`src/rtl/dmem_access_unit_pkg.sv`:
```
// Shared definitions for the load/store execution stage: opcodes, response
// error codes and the access FSM state encoding.
package dmem_access_unit_pkg;

  localparam logic [5:0] OP_LW = 6'd8;
  localparam logic [5:0] OP_SW = 6'd9;

  typedef enum logic [1:0] {
    ERR_OK      = 2'd0,
    ERR_ALIGN   = 2'd1,
    ERR_RANGE   = 2'd2,
    ERR_TIMEOUT = 2'd3
  } err_e;

  typedef enum logic [1:0] {
    S_IDLE   = 2'd0,
    S_ACCESS = 2'd1,
    S_RESP   = 2'd2
  } state_e;

  function automatic logic is_store_op(input logic [5:0] opcode);
    return opcode == OP_SW;
  endfunction

endpackage

```
`src/rtl/dmem_access_unit_if.sv`:
```
// Bundle of the processor request, data-memory port and writeback response
// signals around the load/store unit.
interface dmem_access_unit_if
  import dmem_access_unit_pkg::*;
#(
  parameter int ADDR_W = 10
);
  logic              req_valid;
  logic              req_ready;
  logic              req_store;
  logic [31:0]       req_addr;
  logic [31:0]       req_wdata;
  logic [4:0]        req_rd_idx;

  logic              mem_en;
  logic              mem_we;
  logic [ADDR_W-1:0] mem_addr;
  logic [31:0]       mem_wdata;
  logic              mem_ready;
  logic [31:0]       mem_rdata;

  logic              resp_valid;
  logic              resp_load;
  logic [4:0]        resp_rd_idx;
  logic [31:0]       resp_data;
  err_e              resp_err;
  logic              busy;

  // The unit itself.
  modport slave (
    input  req_valid, req_store, req_addr, req_wdata, req_rd_idx,
    input  mem_ready, mem_rdata,
    output req_ready, mem_en, mem_we, mem_addr, mem_wdata,
    output resp_valid, resp_load, resp_rd_idx, resp_data, resp_err, busy
  );

  // Processor pipeline plus data memory.
  modport master (
    output req_valid, req_store, req_addr, req_wdata, req_rd_idx,
    output mem_ready, mem_rdata,
    input  req_ready, mem_en, mem_we, mem_addr, mem_wdata,
    input  resp_valid, resp_load, resp_rd_idx, resp_data, resp_err, busy
  );
endinterface

```
`src/rtl/dmem_addr_check.sv`:
```
// Converts a byte address to a data-memory word address and flags
// misalignment (highest priority) or an address beyond the memory.
module dmem_addr_check
  import dmem_access_unit_pkg::*;
#(
  parameter int ADDR_W = 10
) (
  input  logic [31:0]       byte_addr,
  output logic [ADDR_W-1:0] word_addr,
  output err_e              err
);

  assign word_addr = byte_addr[ADDR_W+1:2];

  always_comb begin
    if (byte_addr[1:0] != 2'b00) begin
      err = ERR_ALIGN;
    end else if ((byte_addr >> (ADDR_W + 2)) != 32'd0) begin
      err = ERR_RANGE;
    end else begin
      err = ERR_OK;
    end
  end

endmodule

```
`src/rtl/dmem_access_unit.sv`:
```
// Load/store stage: validates the computed address, runs one handshaked
// data-memory access with a timeout, and returns a one-cycle response.
module dmem_access_unit
  import dmem_access_unit_pkg::*;
#(
  parameter int ADDR_W  = 10,
  parameter int TIMEOUT = 16
) (
  input logic               clk,
  input logic               rst,
  dmem_access_unit_if.slave bus
);

  localparam int CNT_W = $clog2(TIMEOUT + 1);
  localparam logic [CNT_W-1:0] CNT_LAST = CNT_W'(TIMEOUT);

  state_e            state_q, state_d;
  logic [CNT_W-1:0]  cnt_q, cnt_d;
  logic              store_q, store_d;
  logic [4:0]        rd_idx_q, rd_idx_d;

  logic              mem_en_q, mem_en_d;
  logic              mem_we_q, mem_we_d;
  logic [ADDR_W-1:0] mem_addr_q, mem_addr_d;
  logic [31:0]       mem_wdata_q, mem_wdata_d;

  logic              resp_valid_q, resp_valid_d;
  logic              resp_load_q, resp_load_d;
  logic [4:0]        resp_rd_idx_q, resp_rd_idx_d;
  logic [31:0]       resp_data_q, resp_data_d;
  err_e              resp_err_q, resp_err_d;

  logic [ADDR_W-1:0] chk_word_addr;
  err_e              chk_err;

  dmem_addr_check #(
    .ADDR_W(ADDR_W)
  ) u_addr_check (
    .byte_addr(bus.req_addr),
    .word_addr(chk_word_addr),
    .err      (chk_err)
  );

  // NOTE: every signal written here gets a default first so no path leaves
  // it unassigned; otherwise synthesis infers a latch.
  always_comb begin
    state_d       = state_q;
    cnt_d         = cnt_q;
    store_d       = store_q;
    rd_idx_d      = rd_idx_q;
    mem_en_d      = 1'b0;
    mem_we_d      = 1'b0;
    mem_addr_d    = mem_addr_q;
    mem_wdata_d   = mem_wdata_q;
    resp_valid_d  = 1'b0;
    resp_load_d   = 1'b0;
    resp_rd_idx_d = 5'd0;
    resp_data_d   = 32'd0;
    resp_err_d    = ERR_OK;

    unique case (state_q)
      S_IDLE: begin
        if (bus.req_valid) begin
          store_d     = bus.req_store;
          rd_idx_d    = bus.req_rd_idx;
          mem_addr_d  = chk_word_addr;
          mem_wdata_d = bus.req_wdata;
          if (chk_err != ERR_OK) begin
            // Rejected requests never reach the memory port.
            state_d       = S_RESP;
            resp_valid_d  = 1'b1;
            resp_load_d   = !bus.req_store;
            resp_rd_idx_d = bus.req_store ? 5'd0 : bus.req_rd_idx;
            resp_err_d    = chk_err;
          end else begin
            state_d  = S_ACCESS;
            cnt_d    = CNT_W'(1);
            mem_en_d = 1'b1;
            mem_we_d = bus.req_store;
          end
        end
      end

      S_ACCESS: begin
        resp_load_d   = !store_q;
        resp_rd_idx_d = store_q ? 5'd0 : rd_idx_q;
        if (bus.mem_ready) begin
          // A completion on the final allowed cycle still counts as success.
          state_d      = S_RESP;
          resp_valid_d = 1'b1;
          resp_data_d  = store_q ? 32'd0 : bus.mem_rdata;
        end else if (cnt_q == CNT_LAST) begin
          state_d      = S_RESP;
          resp_valid_d = 1'b1;
          resp_err_d   = ERR_TIMEOUT;
        end else begin
          resp_load_d   = 1'b0;
          resp_rd_idx_d = 5'd0;
          cnt_d         = cnt_q + CNT_W'(1);
          mem_en_d      = 1'b1;
          mem_we_d      = store_q;
        end
      end

      S_RESP: begin
        state_d = S_IDLE;
      end

      default: begin
        state_d = S_IDLE;
      end
    endcase
  end

  // NOTE: state registers use non-blocking assignments so every flop samples
  // the pre-edge values regardless of statement order.
  always_ff @(posedge clk) begin
    if (rst) begin
      state_q       <= S_IDLE;
      cnt_q         <= '0;
      store_q       <= 1'b0;
      rd_idx_q      <= 5'd0;
      mem_en_q      <= 1'b0;
      mem_we_q      <= 1'b0;
      mem_addr_q    <= '0;
      mem_wdata_q   <= 32'd0;
      resp_valid_q  <= 1'b0;
      resp_load_q   <= 1'b0;
      resp_rd_idx_q <= 5'd0;
      resp_data_q   <= 32'd0;
      resp_err_q    <= ERR_OK;
    end else begin
      state_q       <= state_d;
      cnt_q         <= cnt_d;
      store_q       <= store_d;
      rd_idx_q      <= rd_idx_d;
      mem_en_q      <= mem_en_d;
      mem_we_q      <= mem_we_d;
      mem_addr_q    <= mem_addr_d;
      mem_wdata_q   <= mem_wdata_d;
      resp_valid_q  <= resp_valid_d;
      resp_load_q   <= resp_load_d;
      resp_rd_idx_q <= resp_rd_idx_d;
      resp_data_q   <= resp_data_d;
      resp_err_q    <= resp_err_d;
    end
  end

  assign bus.req_ready   = (state_q == S_IDLE) && !rst;
  assign bus.busy        = (state_q != S_IDLE) && !rst;
  assign bus.mem_en      = mem_en_q;
  assign bus.mem_we      = mem_we_q;
  assign bus.mem_addr    = mem_addr_q;
  assign bus.mem_wdata   = mem_wdata_q;
  assign bus.resp_valid  = resp_valid_q;
  assign bus.resp_load   = resp_load_q;
  assign bus.resp_rd_idx = resp_rd_idx_q;
  assign bus.resp_data   = resp_data_q;
  assign bus.resp_err    = resp_err_q;

endmodule

```
`src/flat_wrapper.sv`:
```
// flat-port wrapper written by rule: the top's interface ports become plain ports
module dmem_access_unit_flat import dmem_access_unit_pkg::*;
#(
  parameter int ADDR_W  = 10,
  parameter int TIMEOUT = 16
)
  (clk, rst, bus_req_valid, bus_req_store, bus_req_addr, bus_req_wdata, bus_req_rd_idx, bus_mem_ready, bus_mem_rdata, bus_req_ready, bus_mem_en, bus_mem_we, bus_mem_addr, bus_mem_wdata, bus_resp_valid, bus_resp_load, bus_resp_rd_idx, bus_resp_data, bus_resp_err, bus_busy);
  dmem_access_unit_if #(.ADDR_W(ADDR_W)) bus_i ();
  input logic clk;
  input logic rst;
  input wire logic [$bits(bus_i.req_valid)-1:0] bus_req_valid;
  input wire logic [$bits(bus_i.req_store)-1:0] bus_req_store;
  input wire logic [$bits(bus_i.req_addr)-1:0] bus_req_addr;
  input wire logic [$bits(bus_i.req_wdata)-1:0] bus_req_wdata;
  input wire logic [$bits(bus_i.req_rd_idx)-1:0] bus_req_rd_idx;
  input wire logic [$bits(bus_i.mem_ready)-1:0] bus_mem_ready;
  input wire logic [$bits(bus_i.mem_rdata)-1:0] bus_mem_rdata;
  output wire logic [$bits(bus_i.req_ready)-1:0] bus_req_ready;
  output wire logic [$bits(bus_i.mem_en)-1:0] bus_mem_en;
  output wire logic [$bits(bus_i.mem_we)-1:0] bus_mem_we;
  output wire logic [$bits(bus_i.mem_addr)-1:0] bus_mem_addr;
  output wire logic [$bits(bus_i.mem_wdata)-1:0] bus_mem_wdata;
  output wire logic [$bits(bus_i.resp_valid)-1:0] bus_resp_valid;
  output wire logic [$bits(bus_i.resp_load)-1:0] bus_resp_load;
  output wire logic [$bits(bus_i.resp_rd_idx)-1:0] bus_resp_rd_idx;
  output wire logic [$bits(bus_i.resp_data)-1:0] bus_resp_data;
  output wire logic [$bits(bus_i.resp_err)-1:0] bus_resp_err;
  output wire logic [$bits(bus_i.busy)-1:0] bus_busy;
  assign bus_i.req_valid = bus_req_valid;
  assign bus_i.req_store = bus_req_store;
  assign bus_i.req_addr = bus_req_addr;
  assign bus_i.req_wdata = bus_req_wdata;
  assign bus_i.req_rd_idx = bus_req_rd_idx;
  assign bus_i.mem_ready = bus_mem_ready;
  assign bus_i.mem_rdata = bus_mem_rdata;
  assign bus_req_ready = bus_i.req_ready;
  assign bus_mem_en = bus_i.mem_en;
  assign bus_mem_we = bus_i.mem_we;
  assign bus_mem_addr = bus_i.mem_addr;
  assign bus_mem_wdata = bus_i.mem_wdata;
  assign bus_resp_valid = bus_i.resp_valid;
  assign bus_resp_load = bus_i.resp_load;
  assign bus_resp_rd_idx = bus_i.resp_rd_idx;
  assign bus_resp_data = bus_i.resp_data;
  assign bus_resp_err = bus_i.resp_err;
  assign bus_busy = bus_i.busy;
  dmem_access_unit #(.ADDR_W(ADDR_W), .TIMEOUT(TIMEOUT)) u_core (.clk(clk), .rst(rst), .bus(bus_i));
endmodule
```
`config.mk`:
```
export PLATFORM = sky130hd
export DESIGN_NAME = dmem_access_unit_flat
export DESIGN_NICKNAME = d
export VERILOG_FILES = /design/src/rtl/dmem_access_unit_pkg.sv /design/src/rtl/dmem_access_unit_if.sv /design/src/rtl/dmem_addr_check.sv /design/src/rtl/dmem_access_unit.sv /design/src/flat_wrapper.sv
export SDC_FILE = /design/constraint.sdc
export NUM_CORES = 1
export LEC_CHECK = 0
export CORE_MARGIN = 2
export CORE_UTILIZATION = 30
export CTS_CLUSTER_SIZE = 12
export DETAILED_ROUTE_END_ITERATION = 8
export PLACE_DENSITY = 0.72
export SKIP_CTS_REPAIR_TIMING = 1
export SYNTH_ARGS = -nofsm -noshare
export SYNTH_HDL_FRONTEND = slang
export SYNTH_SLANG_ARGS = --single-unit
```
`constraint.sdc`:
```
create_clock -name clk -period 1.4 [get_ports clk]
set_input_delay 0.28 -clock clk [delete_from_list [all_inputs] [get_ports clk]]
set_output_delay 0.28 -clock clk [all_outputs]
set_load 0.02 [all_outputs]
```
==> metrics.md, run 1 <==
| Metric | Value |
|---|---|
| Hold wc startpoint | `rst` |
| Most common cell in the netlist | `nand2_1` |
| Reg2reg start | `u_core.state_q[1]` |
| Achievable frequency | `approximately 660 MHz` |
| Antenna violations before repair | `0` |
| Crit path buf inv count | `1` |
| 1st-iter DRT viols | `around 110` |
| Syn nets | `~480` |
| Clock skew after layout | `0.0155 ns` |
| Drt first pass iters | `4` |
| Worst Hold Depth | `4` |
| Die Ht | `~110 µm` |
| Worst-margin pin slew | `~0.50 ns` |
| First-pass GRT wire length | `around 14000 µm` |
| Worst-path fanout max | `2` |
| Max Root-Sink Buffers | `2` |
| Mux contribution to synthesized area | `0.00300` |
| # IOs | `about 190` |
| Worst Hold Slack | `~0.35 ns` |
| Clock root cell | `clkbuf_8` |
| # H-tree levels | `3` |
| Total die area | `between 0.01 and 0.015 mm²` |
| Hold Path End | `u_core.bus.resp_err[1]` |
| CTS tree | `built` |
| Failing checks | `setup timing` |
| Synth Area in XOR/XNOR | `0` |
| Leak | `a little over 4 nW` |
| Leading area contributor after synthesis | `dfxtp_1` |
| Peak supply drop | `between 0.0005 and 0.0006 V` |
| HP Class | `in2reg` |
| Max Slew Vio Count | `0` |
| Count of final hold-check violations | `0` |
| Max-Slew Margin vs Limit | `0.663` |
| Non-Filler Instances | `~750` |
| Starting Density | `0.308` |
| Ys async rst share | `0` |
| DR vias | `3479` |
| Clock-pin slew on the worst setup and hold paths | `approximately 0.1 ns` |
| Most used DFF post-synth | `dfxtp_1` |
| Crit path largest cell delay | `around 0.34 ns` |
| Final setup violation count | `between 40 and 50` |
| Cells on worst reg2reg path | `5` |
| Total GRT Usage | `0.155` |
| Area Overhead vs Synth | `103%` |
| Ys Warns | `0` |
| Post-synth top cells | `nand2_1, dfxtp_1, a21oi_1, and2_1, clkbuf_1` |
| Synth Area in Compound Gates | `0.131` |
| Routability cong. | `just over 0.8` |
| Skew-Pair Late Insertion Delay | `~0.36 ns` |
| Final min period | `approximately 1.5 ns` |
| Final WS setup | `-0.107 ns` |
| Antenna diodes | `0` |
| Vias per inst | `between 4 and 5` |
| Wirelength per Cell | `15.4 µm` |
| Placed insts | `a little over 700` |
| Register-to-register setup slack | `-0.08 ns` |
| P per Cell Area | `roughly 870 mW/mm²` |
| Startpoint Class | `flip-flop` |
| Syn Inst Count | `about 370` |
| DP HPWL | `~7300 µm` |
| EDFF count, synth | `0` |
| Main combinational cell family by area after synthesis | `simple AND/OR/NAND/NOR gates` |
| Overall routed net length | `11500 µm` |
| CP max stage cell | `dfxtp_2` |
| Num rows | `38` |
| Die X | `about 110 µm` |
| RSZ-0062 raised after global routing | `true` |
| Post-synthesis sequential area ratio | `0.587` |
| Core area | `around 0.011 mm²` |
| Synth top area share | `0.587` |
| Post-Synth Adder-Cell Area | `0.00749` |
| CTS Sinks | `98` |
| Grt ovf | `0` |
| CP top delay family | `simple AND/OR/NAND/NOR gates` |
| CP required | `around 1.1 ns` |
| Period utilization | `1.08` |
| Max-cap violations | `0` |
| Flops & latches, synth | `98` |
| CP Cell Sequence | `or2_2 > nor2_1 > buf_4` |
| Post-Synthesis Cell Area | `approximately 0.0033 mm²` |
| Antenna-violating nets left | `0` |
| Number of port buffers | `between 150 and 200` |
| Yosys cell types | `37` |
| Nets | `between 700 and 800` |
| Num CTS Buffers | `9` |
| Syn_area_per_cell | `around 9.0 µm²` |
| Largest cells by area after synthesis | `dfxtp_1, nand2_1, a21oi_1` |
| Critical path capture point type | `output pin` |
| Status | `finished with violations` |
| Vias in the first global route | `3155` |
| Crit Path Class | `reg2out` |
| Largest net degree at the start of global routing | `36` |
| Synth Area in Simple Gates | `0.243` |
| Reg2reg end | `u_core.cnt_q[0]` |
| WP data arrival | `1.23 ns` |
| Drt drc | `0` |
| Share of layout cells above drive strength 1 | `0.259` |
[logic make-up after synthesis]
family,Yosys count
simple gates,172
fa+ha+maj,2
buf+inv,24
flops,98
compound gates,74
mux,1
[metrics by stage]
stage	cell area [µm²]	setup slack [ns]	power, mW	util	TNS, ns
2_1_floorplan	3360	-0.00564	3.38	-	-0.0282
3_3_place_gp	5680	-0.449	4.02	0.524	-23.76
3_5_place_dp	5680	-0.482	4.04	0.524	-23.89
4_1_cts	5870	-0.594	5.75	0.542	-21.16
5_1_grt	6770	-0.166	6.16	0.624	-5.94
6_report	6770	-0.107	5.91	0.624	-1.35
[metal layers]
metal,vias up,wire (µm),track usage
met5,-,0,0
met4,0,181,0.0588
met3,15,1090,0.0676
met2,150,5870,0.265
met1,1622,4400,0.169
li1,1692,-,-
[flip-flops by register name, summed over array words and instances, names as in the netlist, 2 cells and up]
name                    count
u_core.state_q              2
u_core.bus.mem_addr        10
u_core.bus.resp_err         2
u_core.bus.mem_wdata       32
u_core.rd_idx_q             5
u_core.cnt_q                5
u_core.bus.resp_rd_idx      5
u_core.bus.resp_data       32
[cells in the final DEF, fill, tap and decap left out, types with 3 or more instances in the layout]
| cell | synthesis | final |
|---|---|---|
| o21ai_1 | 2 | 4 |
| dfxtp_1 | 98 | 94 |
| a22o_1 | 5 | 5 |
| dfxtp_2 | 0 | 3 |
| nand2_1 | 104 | 91 |
| buf_6 | 0 | 15 |
| buf_4 | 0 | 26 |
| and2_1 | 32 | 11 |
| clkbuf_8 | 0 | 11 |
| nor4_2 | 1 | 3 |
| nor2_1 | 14 | 9 |
| dlymetal6s2s_1 | 0 | 99 |
| nand2_4 | 0 | 12 |
| nor4_4 | 0 | 3 |
| buf_12 | 0 | 5 |
| and2_4 | 0 | 21 |
| a21oi_2 | 0 | 25 |
| a21oi_1 | 51 | 26 |
| clkdlybuf4s50_1 | 0 | 90 |
| clkbuf_16 | 0 | 5 |
| o211ai_1 | 3 | 3 |
| clkinvlp_4 | 0 | 3 |
| nor2_4 | 1 | 4 |
[worst max path at each step]
stage	slack, ns	depth (start not counted)	endpoint	start
2_1_floorplan	-0.006	6	u_core.bus.resp_rd_idx[0]	u_core.cnt_q[0]
3_3_place_gp	-0.45	5	u_core.bus.resp_rd_idx[3]	bus_req_addr[14]
3_5_place_dp	-0.48	5	u_core.bus.resp_rd_idx[0]	bus_req_addr[18]
4_1_cts	-0.59	3	bus_req_ready	u_core.state_q[1]
5_1_grt	-0.17	3	bus_req_ready	u_core.state_q[1]
6_report	-0.11	3	bus_req_ready	u_core.state_q[1]
[layout make-up]
| class | instances | area, µm² |
|---|---|---|
| clock buffer | 11 | 151 |
| fill | 834 | 4070 |
| sequential | 98 | 1970 |
| tap | 140 | 175 |
| clock inverter | 5 | 36.3 |
| inverter | 3 | 11.3 |
| multi-input combinational | 249 | 1690 |
| timing repair buffer | 241 | 2730 |
[where the power goes]
| part | internal, mW | total (mW) | switching (mW) | leakage, nW |
|---|---|---|---|---|
| Combinational | 0.670 | 1.22 | 0.545 | 3.21 |
| Clock | 0.747 | 1.74 | 0.991 | 0.0880 |
| Sequential | 2.90 | 2.95 | 0.0557 | 0.800 |
[worst register-to-register path: stages (launching register included)]
cell and delay [ns]:
dfxtp_2 0.34, buf_6 0.13, or3b_4 0.42, nor2_4 0.18, mux2i_1 0.20, and3_1 0.16
No activity file was read; power rests on OpenSTA's default activity.
==> run 2: changes to the inputs <==
--- a/config.mk
+++ b/config.mk
@@ -5,12 +5,14 @@
 export SDC_FILE = /design/constraint.sdc
 export NUM_CORES = 1
 export LEC_CHECK = 0
+export CAP_MARGIN = 25
 export CORE_MARGIN = 2
 export CORE_UTILIZATION = 30
 export CTS_CLUSTER_SIZE = 12
 export DETAILED_ROUTE_END_ITERATION = 8
 export PLACE_DENSITY = 0.72
 export SKIP_CTS_REPAIR_TIMING = 1
+export SKIP_LAST_GASP = 1
 export SYNTH_ARGS = -nofsm -noshare
 export SYNTH_HDL_FRONTEND = slang
 export SYNTH_SLANG_ARGS = --single-unit
==> run 2 against run 1 <==
Compared with the run above:
- the flow still finishes with violations (setup timing)
- power is 0.32% lower
- cell count stayed put
- sequential share of layout area is 0.097 points higher
- routed wire length is 0.28% lower
- sequential cell count stayed put
- sequential power hardly changed
- largest power group unchanged
- first-iteration DRC count is 19% lower
- critical endpoint unchanged
- largest cell class unchanged
- critical path type unchanged
- die area stayed put
- worst setup slack worse by 0.083 ns
==> metrics.md, run 2 (synthesis results as in run 1) <==
| Metric | Value |
|---|---|
| Startpoint Class | `flip-flop (unchanged)` |
| Num rows | `38 (unchanged)` |
| Drt first pass iters | `4 (unchanged)` |
| Clock root cell | `clkbuf_8 (unchanged)` |
| Die Ht | `110 µm (unchanged)` |
| Design area | `0.00675 mm² (was 0.00677 mm²)` |
| Vias in the first global route | `3155 (unchanged)` |
| Core area | `0.0108 mm² (unchanged)` |
| Top Usage Layer GRT | `met2 (unchanged)` |
| Core Util, Final | `0.622 (was 0.624)` |
| Number of port buffers | `192 (unchanged)` |
| Area Overhead vs Synth | `102% (was 103%)` |
| Total die area | `0.0120 mm² (unchanged)` |
| # H-tree levels | `3 (unchanged)` |
| Global Route met2 Usage | `0.265 (unchanged)` |
| Critical Path End | `bus_req_ready (unchanged)` |
| Most common cell after layout, fill and taps aside | `dlymetal6s2s_1 (unchanged)` |
| Largest net degree at the start of global routing | `36 (unchanged)` |
| Grt ovf | `0 (unchanged)` |
| WP data arrival | `1.31 ns (was 1.23 ns)` |
| Die X | `110 µm (unchanged)` |
| Overall routed net length | `11500 µm (about the same)` |
| Worst Hold Slack | `0.352 ns (was 0.346 ns)` |
| Crit path launch | `u_core.state_q[1] (unchanged)` |
| Crit Path Class | `reg2out (unchanged)` |
| Period utilization | `1.14 (was 1.08)` |
| Total GRT Usage | `0.155 (unchanged)` |
| Antenna-violating nets left | `0 (unchanged)` |
| Wirelength per Cell | `15.4 µm (about the same)` |
| Cells on worst reg2reg path | `5 (unchanged)` |
| Post-route setup TNS | `-1.27 ns (was -1.35 ns)` |
| Worst-path fanout max | `2 (unchanged)` |
| DP HPWL | `7350 µm (unchanged)` |
| CTS tree | `built (unchanged)` |
| # IOs | `193 (unchanged)` |
| RSZ-0062 raised after global routing | `true (unchanged)` |
| Nets | `710 (unchanged)` |
| Max-cap violations | `0 (unchanged)` |
| Share of layout cells above drive strength 1 | `0.245 (was 0.259)` |
| Max Root-Sink Buffers | `2 (unchanged)` |
| Failing checks | `setup timing (unchanged)` |
| Critical path capture point type | `output pin (unchanged)` |
| Antenna diodes | `0 (unchanged)` |
| Vias per inst | `4.65 (was 4.66)` |
| Clock-pin slew on the worst setup and hold paths | `0.10 ns (about the same)` |
| Setup Slack @ Placement | `-0.482 ns (unchanged)` |
| Final WS setup | `-0.190 ns (was -0.107 ns)` |
| Worst-margin pin slew | `0.487 ns (was 0.505 ns)` |
| 1st-iter DRT viols | `87 (was 108)` |
| Leak | `4.09 nW (about the same)` |
| Max-Slew Margin vs Limit | `0.675 (was 0.663)` |
| Final min period | `1.59 ns (was 1.51 ns)` |
| CTS Sinks | `98 (unchanged)` |
| CP required | `1.12 ns (about the same)` |
| Reg2reg start | `u_core.state_q[1] (unchanged)` |
| Most frequent cells in the layout | `dlymetal6s2s_1, dfxtp_1, nand2_1, clkdlybuf4s50_1, a21oi_1 (was dlymetal6s2s_1, dfxtp_1, nand2_1)` |
| Reg2reg end | `u_core.cnt_q[0] (unchanged)` |
| Antenna violations before repair | `0 (unchanged)` |
| Placed Area | `0.00568 mm² (unchanged)` |
| Starting Density | `0.308 (unchanged)` |
| M1 GR Usage | `0.169 (unchanged)` |
| Final setup violation count | `42 (was 41)` |
| Register-to-register setup slack | `-0.09 ns (was -0.08 ns)` |
| P per Cell Area | `873 mW/mm² (about the same)` |
| Num CTS Buffers | `9 (unchanged)` |
| Drt drc | `0 (unchanged)` |
| First-pass GRT wire length | `14400 µm (unchanged)` |
| Achievable frequency | `629 MHz (was 664 MHz)` |
| HP Class | `in2reg (unchanged)` |
| DR vias | `3471 (was 3479)` |
| Routability cong. | `0.823 (unchanged)` |
| Peak supply drop | `0.000588 V (about the same)` |
| Status | `finished with violations (unchanged)` |
| Max Slew Vio Count | `0 (unchanged)` |
| Count of final hold-check violations | `0 (unchanged)` |
| M3 GR Usage | `0.0676 (unchanged)` |
| Skew-Pair Late Insertion Delay | `0.35 ns (was 0.36 ns)` |
| Clock skew after layout | `0.0133 ns (was 0.0155 ns)` |
-- run 2: worst max-delay path: stages, from the launching register on --
cell and delay (ns):
dfxtp_2 0.34, or2_2 0.30, nor2_1 0.08, dlymetal6s2s_1 0.24
-- run 2: cell type report --
cell class                 instances  area (µm²)
inverter                           3        11.3
clock inverter                     5        36.3
clock buffer                      11         151
tap                              140         175
sequential                        98        1970
multi-input combinational        249        1670
fill                             843        4100
timing repair buffer             241        2740
-- run 2: through the flow --
step / std cells / power, mW
2_1_floorplan: 371 / 3.38
3_3_place_gp: 714 / 4.02
3_5_place_dp: 714 / 4.04
4_1_cts: 730 / 5.75
5_1_grt: 747 / 6.16
6_report: 747 / 5.89
-- run 2: layer usage --
metal	share of wire	vias to the layer above
li1	-	1691
met1	0.38	1615
met2	0.51	152
met3	0.092	13
met4	0.013	0
met5	0	-
-- run 2: where the power goes --
part / internal [mW] / total [mW] / switching [mW] / leakage (nW)
logic: 0.668 / 1.21 / 0.539 / 3.21
registers: 2.90 / 2.95 / 0.0556 / 0.800
clock network: 0.747 / 1.73 / 0.981 / 0.0880
-- run 2: how the worst min path moves through the flow --
stage / endpoint / from / depth (start not counted) / slack (ns)
6_report: u_core.bus.resp_err[0] / rst / 4 / 0.35
5_1_grt: u_core.bus.resp_err[1] / rst / 4 / 0.34
4_1_cts: u_core.bus.resp_err[0] / rst / 4 / 0.33
3_5_place_dp: u_core.bus.mem_wdata[1] / u_core.bus.mem_wdata[1] / 2 / 0.45
3_3_place_gp: u_core.bus.mem_addr[7] / u_core.bus.mem_addr[7] / 2 / 0.44
2_1_floorplan: u_core.bus.resp_data[0] / bus_mem_rdata[0] / 1 / 0.40
